<file path="src/rtl/pulse_stretcher_pkg.sv">
// Shared types and sizing helpers for the pulse stretcher.
// The state enum and the counter-width rule live here so top and sub-module agree.
package pulse_stretcher_pkg;

  typedef enum logic [1:0] {
    IDLE = 2'd0,
    HOLD = 2'd1,
    GAP  = 2'd2
  } state_t;

  // Counter must hold max(HOLD, GAP) - 1; never narrower than one bit.
  function automatic int cnt_width(input int hold, input int gap);
    int m;
    m = (hold > gap) ? hold : gap;
    return ($clog2(m) < 1) ? 1 : $clog2(m);
  endfunction

endpackage

</file>
<file path="src/rtl/module_tick_counter.sv">
// Loadable down-counter with zero flag; stops at zero instead of wrapping.
module module_tick_counter #(
  parameter int W = 2
) (
  input  logic         clk_i,
  input  logic         reset_i,
  input  logic         load,
  input  logic [W-1:0] load_val,
  output logic [W-1:0] value,
  output logic         zero
);

  always_ff @(posedge clk_i or negedge reset_i) begin
    if (!reset_i)          value <= '0;
    else if (load)         value <= load_val;
    else if (value != '0)  value <= value - 1'b1;
  end

  assign zero = (value == '0);

endmodule

</file>
<file path="src/rtl/module_pulse_stretcher.sv">
// Turns single-cycle events into HOLD_CYCLES-wide pulses separated by at least
// GAP_CYCLES low, queueing events that arrive mid-pulse and flagging drops.
module module_pulse_stretcher
  import pulse_stretcher_pkg::*;
#(
  parameter int HOLD_CYCLES = 4,
  parameter int GAP_CYCLES  = 2,
  parameter int PEND_W      = 2,
  parameter bit RETRIGGER   = 1'b0
) (
  input  logic              clk_i,
  input  logic              reset_i,
  input  logic              event_i,
  input  logic              clear_ovf_i,
  output logic              stretch_o,
  output logic              busy_o,
  output logic [PEND_W-1:0] pending_o,
  output logic              overflow_o
);

  localparam int              CW       = cnt_width(HOLD_CYCLES, GAP_CYCLES);
  localparam logic [CW-1:0]   HOLD_LD  = CW'(HOLD_CYCLES - 1);
  localparam logic [CW-1:0]   GAP_LD   = CW'(GAP_CYCLES - 1);
  localparam logic [PEND_W-1:0] PEND_MAX = '1;

  state_t            state_q, state_d;
  logic              load;
  logic [CW-1:0]     load_val;
  logic [CW-1:0]     cnt;
  logic              cnt_zero;
  logic [PEND_W-1:0] pend_q, pend_d;
  logic              ovf_q, ovf_set;
  logic              stretch_q;
  logic              cnt_unused;

  module_tick_counter #(.W(CW)) u_tick (
    .clk_i    (clk_i),
    .reset_i  (reset_i),
    .load     (load),
    .load_val (load_val),
    .value    (cnt),
    .zero     (cnt_zero)
  );

  // Only the zero flag steers the FSM; the raw count is observability only.
  assign cnt_unused = ^cnt;

  always_comb begin
    state_d  = state_q;
    load     = 1'b0;
    load_val = HOLD_LD;
    pend_d   = pend_q;
    ovf_set  = 1'b0;
    case (state_q)
      IDLE: begin
        if (event_i) begin
          state_d = HOLD;
          load    = 1'b1;
        end
      end
      HOLD: begin
        if (event_i && RETRIGGER) begin
          load = 1'b1;
        end else begin
          if (event_i) begin
            if (pend_q == PEND_MAX) ovf_set = 1'b1;
            else                    pend_d  = pend_q + 1'b1;
          end
          if (cnt_zero) begin
            state_d  = GAP;
            load     = 1'b1;
            load_val = GAP_LD;
          end
        end
      end
      GAP: begin
        if (cnt_zero) begin
          // A same-cycle event replaces the queued one we consume here.
          if (pend_q != '0 || event_i) begin
            state_d = HOLD;
            load    = 1'b1;
            if (!event_i) pend_d = pend_q - 1'b1;
          end else begin
            state_d = IDLE;
          end
        end else if (event_i) begin
          if (pend_q == PEND_MAX) ovf_set = 1'b1;
          else                    pend_d  = pend_q + 1'b1;
        end
      end
      default: state_d = IDLE;
    endcase
  end

  always_ff @(posedge clk_i or negedge reset_i) begin
    if (!reset_i) begin
      state_q   <= IDLE;
      pend_q    <= '0;
      ovf_q     <= 1'b0;
      stretch_q <= 1'b0;
    end else begin
      state_q   <= state_d;
      pend_q    <= pend_d;
      stretch_q <= (state_d == HOLD);
      if (ovf_set)          ovf_q <= 1'b1;
      else if (clear_ovf_i) ovf_q <= 1'b0;
    end
  end

  assign stretch_o  = stretch_q;
  assign busy_o     = (state_q != IDLE);
  assign pending_o  = pend_q;
  assign overflow_o = ovf_q;

endmodule
</file>
<file path="config.mk">
export PLATFORM = sky130hd
export DESIGN_NAME = module_pulse_stretcher
export DESIGN_NICKNAME = d
export VERILOG_FILES = /design/src/rtl/pulse_stretcher_pkg.sv /design/src/rtl/module_tick_counter.sv /design/src/rtl/module_pulse_stretcher.sv
export SDC_FILE = /design/constraint.sdc
export NUM_CORES = 1
export LEC_CHECK = 0
export CAP_MARGIN = 0
export CORE_UTILIZATION = 40
export CTS_BUF_LIST = sky130_fd_sc_hd__clkbuf_4
export DETAILED_ROUTE_END_ITERATION = 10
export GPL_ROUTABILITY_DRIVEN = 0
export SETUP_SLACK_MARGIN = 0.4
export SLEW_MARGIN = 20
export SYNTH_ARGS = -nofsm -noshare
export SYNTH_HDL_FRONTEND = slang
export SYNTH_SLANG_ARGS = --single-unit
</file>
<file path="constraint.sdc">
create_clock -name clk_i -period 4.5 [get_ports clk_i]
set_input_delay 1.35 -clock clk_i [delete_from_list [all_inputs] [get_ports clk_i]]
set_output_delay 1.35 -clock clk_i [all_outputs]
set_load 0.1 [all_outputs]
</file>
==> results.py, run 1 <==
metrics = {
    "sta": {
        "setup_tns_ps": 0,
        "period_share_pct": 78.5,
        "layout_min_cycle_time_ps": 3530,
        "finalSetupViolCount": 0,
        "clock_skew_ps": 0.356,
        "tightest_slew_ps": 969,
        "fmaxAchievable_mhz": 283,
        "hold_viol": 0,
        "slew_headroom_pct": 35.2,
        "rsz0062_at_grt": "no",
        "slew_violations": 0,
    },
    "yosys": {
        "synthesis.nets": 82,
        "synth_xor_area_share_pct": 1.41,
        "syn_inst": 69,
        "ys_types": 30,
        "yosysTopAreaCellShare_pct": 32.3,
        "synth-async-reset-ratio_pct": 100,
        "synth_edf_count": 0,
        "synthAdderAreaFrac_pct": 18.1,
        "synth-simple-area-share_pct": 18.3,
        "syn_area_sq_um": 621,
        "synthMuxAreaShare_pct": 0,
        "synthFlopType": "dfrtp_1",
        "synth_warnings": 0,
        "synth_seq_cells": 8,
        "synth_top_area_cell": "dfrtp_1",
        "syn_avg_cell_area_sq_um": 8.99,
        "synth_compound_area_share_pct": 20.8,
        "synth_top_family_by_area": "compound AO/OA/AOI/OAI gates",
        "synthTopCellsByArea": "dfrtp_1 (32%), ha_1 (18%), inv_1 (6.0%), o21ai_0 (4.0%), nand2_1 (3.0%)",
        "ys_seq_area_share_pct": 32.3,
    },
    "critical_path": {
        "crit_family": "buffers and inverters",
        "crit_path_end_kind": "primary output",
        "slowest_stage": "clkdlybuf4s50_1",
        "path_buf_inv": 3,
        "path_common_cell": "inv_1",
        "cp.arrival_ps": 2180,
        "critPathKind": "register to primary output",
        "r2r_cells": 6,
        "max_stage_delay_ps": 1140,
        "reg2reg_from": "u_tick.value[1]",
        "path_cells": "inv_1, ha_1, inv_1, clkdlybuf4s50_1",
        "r2r-end": "stretch_o",
        "cp_max_fo": 3,
        "worstPathRequired_ps": 3150,
        "critPathLaunchType": "register",
        "rrSetupSlack_ps": 2860,
    },
    "drt": {
        "drc": 0,
        "ant_nets": 0,
        "avgViaCountPerCell": 5.17,
        "drtIter0Drc": 11,
        "drt_wl_total_um": 1100,
        "wl_per_cell_um": 11.7,
        "vias": 486,
        "dr.pass1.iters": 4,
    },
    "clocking": {
        "cts.clk_slew.worst_paths_ps": 50,
        "worst_skew_pair.late_latency_ps": 240,
        "post_cts_buffers": 0,
        "numCtsBuffers": 3,
        "cts_buffer_depth": 2,
        "clkSinkCount": 8,
        "root_buffer": "clkbuf_4",
        "cts_tree": "yes",
        "holdBufCountCts": 0,
        "htree_levels": 1,
        "cts.repair.resized": 0,
    },
    "grt": {
        "grt_max_degree": 12,
        "gr-total-overflow": 0,
        "grtUsageTotal_pct": 16.1,
        "antenna_found_initial": 0,
        "grt_pass1_vias": 412,
        "grt_pass1_wl_um": 1750,
    },
    "finish": {
        "fin_nets": 94,
        "drive_gt1_share_pct": 11.4,
        "final_common_cell": "inv_1",
        "area_growth_pct": 17.7,
        "most-common-layout-cells": "inv_1 (10), ha_1 (9), clkdlybuf4s50_1 (8), dfrtp_1 (8)",
        "num_antenna_cells": 0,
    },
    "worst_hold_path": {
        "min-delay-start": "overflow_o",
        "hold_path_depth": 2,
        "hold_end": "overflow_o",
        "hold_class": "register to register",
    },
    "die": {
        "initial_utilization_pct": 45.4,
        "die_area_sq_um": 1710,
        "core_sq_um": 1370,
        "die_x_um": 41.4,
        "die_h_um": 41.4,
        "rows": 13,
        "io_pins": 9,
    },
    "placement": {
        "hpwl_um": 885,
        "io_buffers": 8,
    },
    "outcome": {
        "outcome": "finished, final reports clean",
    },
    "run": {
        "max_cap_violations": 0,
    },
}
[area by class of cell]
cell class	instances	area (sq um)
sequential	8	200
timing repair buffer	8	80.1
multi-input combinational	48	364
tap	15	18.8
inverter	12	45.0
clock buffer	3	22.5
fill	133	636
[synthesized netlist by cell type, types with 2 or more instances]
cell type,n
nand2_1,5
inv_1,10
nor2_1,3
a21oi_1,2
nand3b_1,2
o21ai_0,5
inv_2,2
nor2b_1,2
dfrtp_1,8
o21ai_1,2
ha_1,9
[stage by stage]
step	setup slack, ps	util (%)	area [sq um]	hold slack (ps)	instances
after floorplan	1870	-	621	495	69
after global placement	1260	51.8	708	505	91
after detailed placement	1230	51.8	708	508	91
after CTS	962	53.5	731	519	94
after global routing	857	53.5	731	577	94
final	969	53.5	731	515	94
[worst reg2reg max path, delay by kind of cell, from the launching register on]
family	cells	cell delay (ps)
compound gates	2	430
fa+ha+maj	1	340
buf+inv	2	180
flops	1	370
simple gates	1	190
[sequential cells by signal, indices dropped and copies added (netlist names)]
register / cells
state_q: 2
u_tick.value: 2
overflow_o: 1
stretch_o: 1
pending_o: 2
[logic make-up after synthesis]
| kind of cell | after synthesis |
|---|---|
| flip-flops | 8 |
| XOR/XNOR | 1 |
| buffers and inverters | 13 |
| adder cells (fa/ha/maj) | 9 |
| AO/OA/AOI/OAI | 18 |
| AND/OR/NAND/NOR | 20 |
[layer usage]
| layer | wire length, um | track usage (%) |
|---|---|---|
| met1 | 625 | 24.5 |
| met2 | 441 | 20.3 |
| met3 | 22 | 3.19 |
| met4 | 7 | 9.68 |
| met5 | 0 | 0 |
[worst max path at each step]
| stage | startpoint | endpoint | slack (ps) | cells after the start |
|---|---|---|---|---|
| after floorplan | state_q[0] | busy_o | 1870 | 3 |
| after global placement | state_q[0] | busy_o | 1260 | 4 |
| after detailed placement | state_q[0] | busy_o | 1230 | 4 |
| after CTS | state_q[0] | busy_o | 960 | 4 |
| after global routing | state_q[1] | busy_o | 860 | 4 |
| final | state_q[0] | busy_o | 970 | 4 |
Power of run 1 is not shown: default switching activity piles up to over one toggle a cycle in this logic, so the estimate is an artifact.
==> run 2, diff against run 1 <==
==> constraint.sdc (replaced) <==
create_clock -name clk_i -period 3.4 [get_ports clk_i]
set_input_delay 1.02 -clock clk_i [delete_from_list [all_inputs] [get_ports clk_i]]
set_output_delay 1.02 -clock clk_i [all_outputs]
set_load 0.1 [all_outputs]
==> run 2 against run 1 <==
  * Sequential share of layout area rose by 0.48 points
  * Wire length rose by 2.7%
  * Largest cell class unchanged
  * Non-clock buffer count did not move
  * Critical path depth did not move
  * Via count rose by 2.5%
  * Flip-flop and latch count did not move
  * Die area did not move
  * Cell area fell by 1.7%
==> results.py, run 2 (synthesized netlist as in run 1, its figures left out) <==
metrics = {
    "drt": {
        "vias": 498,
        "ant_nets": 0,
        "drc": 0,
        "dr.pass1.iters": 4,
        "drt_wl_total_um": 1130,
        "wl_per_cell_um": 12.0,
        "drtIter0Drc": 13,
        "avgViaCountPerCell": 5.30,
    },
    "die": {
        "initial_utilization_pct": 45.4,
        "core_sq_um": 1370,
        "die_area_sq_um": 1710,
        "die_h_um": 41.4,
        "die_x_um": 41.4,
        "rows": 13,
        "io_pins": 9,
    },
    "grt": {
        "grt_use_met3_pct": 1.60,
        "met2_usage_pct": 24.2,
        "grt_pass1_wl_um": 1810,
        "grt_max_degree": 12,
        "gr-total-overflow": 0,
        "grt_pass1_vias": 437,
        "grtUsageTotal_pct": 16.5,
        "top_usage_layer": "met2",
        "antenna_found_initial": 0,
        "gr-usage-met1_pct": 23.4,
    },
    "finish": {
        "area_growth_pct": 15.7,
        "most-common-layout-cells": "inv_1 (10), ha_1 (9), dfrtp_1 (8)",
        "regArea_sq_um": 200,
        "fin_nets": 94,
        "num_antenna_cells": 0,
        "multi_input_area_sq_um": 364,
        "drive_gt1_share_pct": 17.7,
        "final_common_cell": "inv_1",
        "fillerInstances": 133,
    },
    "critical_path": {
        "crit_family": "buffers and inverters",
        "crit_path_end_kind": "primary output",
        "path_common_cell": "inv_1",
        "cp.arrival_ps": 1380,
        "path_buf_inv": 3,
        "max_stage_delay_ps": 370,
        "worstPathRequired_ps": 2380,
        "critPathLaunchType": "register",
        "slowest_stage": "dfrtp_1",
        "cp_max_fo": 3,
        "path_cells": "inv_1, ha_1, inv_1, buf_4",
        "critPathKind": "register to primary output",
    },
    "clocking": {
        "holdBufCountCts": 0,
        "cts.clk_slew.worst_paths_ps": 50,
        "post_cts_buffers": 0,
        "clkSinkCount": 8,
        "root_buffer": "clkbuf_4",
        "numCtsBuffers": 3,
        "cts_buffer_depth": 2,
        "cts_tree": "yes",
        "worst_skew_pair.late_latency_ps": 250,
        "cts.repair.resized": 0,
        "htree_levels": 1,
    },
    "sta": {
        "period_share_pct": 70.7,
        "hold_viol": 0,
        "layout_min_cycle_time_ps": 2400,
        "rsz0062_at_grt": "no",
        "clock_skew_ps": 1.64,
        "slew_violations": 0,
        "fmaxAchievable_mhz": 416,
        "finalSetupViolCount": 0,
        "setup_tns_ps": 0,
        "slew_headroom_pct": 75.3,
        "tightest_slew_ps": 369,
    },
    "outcome": {
        "outcome": "finished, final reports clean",
    },
    "worst_hold_path": {
        "hold_class": "register to register",
    },
    "run": {
        "max_cap_violations": 0,
    },
    "placement": {
        "hpwl_um": 892,
        "io_buffers": 8,
    },
}
[run 2: cell count changes in the layout (fill, tap and decap cells not counted)]
cell             before  now
buf_4                 0    5
clkdlybuf4s50_1       8    3
[run 2: worst reg2reg max path: cells and delay by family (launching register included)]
kind                     cells  cell delay (ps)
buffers and inverters        1               70
flip-flops                   1              430
AO/OA/AOI/OAI                1               80
AND/OR/NAND/NOR              3              730
adder cells (fa/ha/maj)      1              240
[run 2: layer usage]
| layer | up-vias | share of wire (%) | wire (um) |
|---|---|---|---|
| met1 | 222 | 51 | 579 |
| li1 | 264 | - | - |
| met2 | 10 | 42 | 477 |
| met5 | - | 0 | 0 |
| met4 | 0 | 2.1 | 24 |
| met3 | 2 | 4.0 | 45 |
[run 2: path summary, 6_finish.rpt]
kind / from / end / slack, ps / cells past startpoint
setup reg to reg: pending_o[0] / stretch_o / 1790 / 6
hold / removal: overflow_o / overflow_o / 520 / 2
hold reg to reg: overflow_o / overflow_o / 520 / 2
setup / recovery: state_q[0] / busy_o / 1000 / 4
min in group asynchronous: reset_i / overflow_o / 1040 / 1
max in group asynchronous: reset_i / u_tick.value[0] / 2100 / 1
[run 2: per-stage QoR]
step | cells | setup WS (ps) | cell area [sq um] | utilization (%) | hold WS (ps)
CTS | 94 | 992 | 718 | 52.6 | 531
finish | 94 | 997 | 718 | 52.6 | 523
global route | 94 | 926 | 718 | 52.6 | 566
global placement | 91 | 754 | 696 | 50.9 | 517
floorplan | 69 | 1100 | 621 | - | 495
detailed placement | 91 | 741 | 696 | 50.9 | 516
[run 2: layout make-up]
type	count	share of cell area, %
sequential	8	27.9
inverter	12	6.27
timing repair buffer	8	9.41
tap	15	2.61
multi-input combinational	48	50.7
clock buffer	3	3.14
Power of run 2 is left out for the same reason.
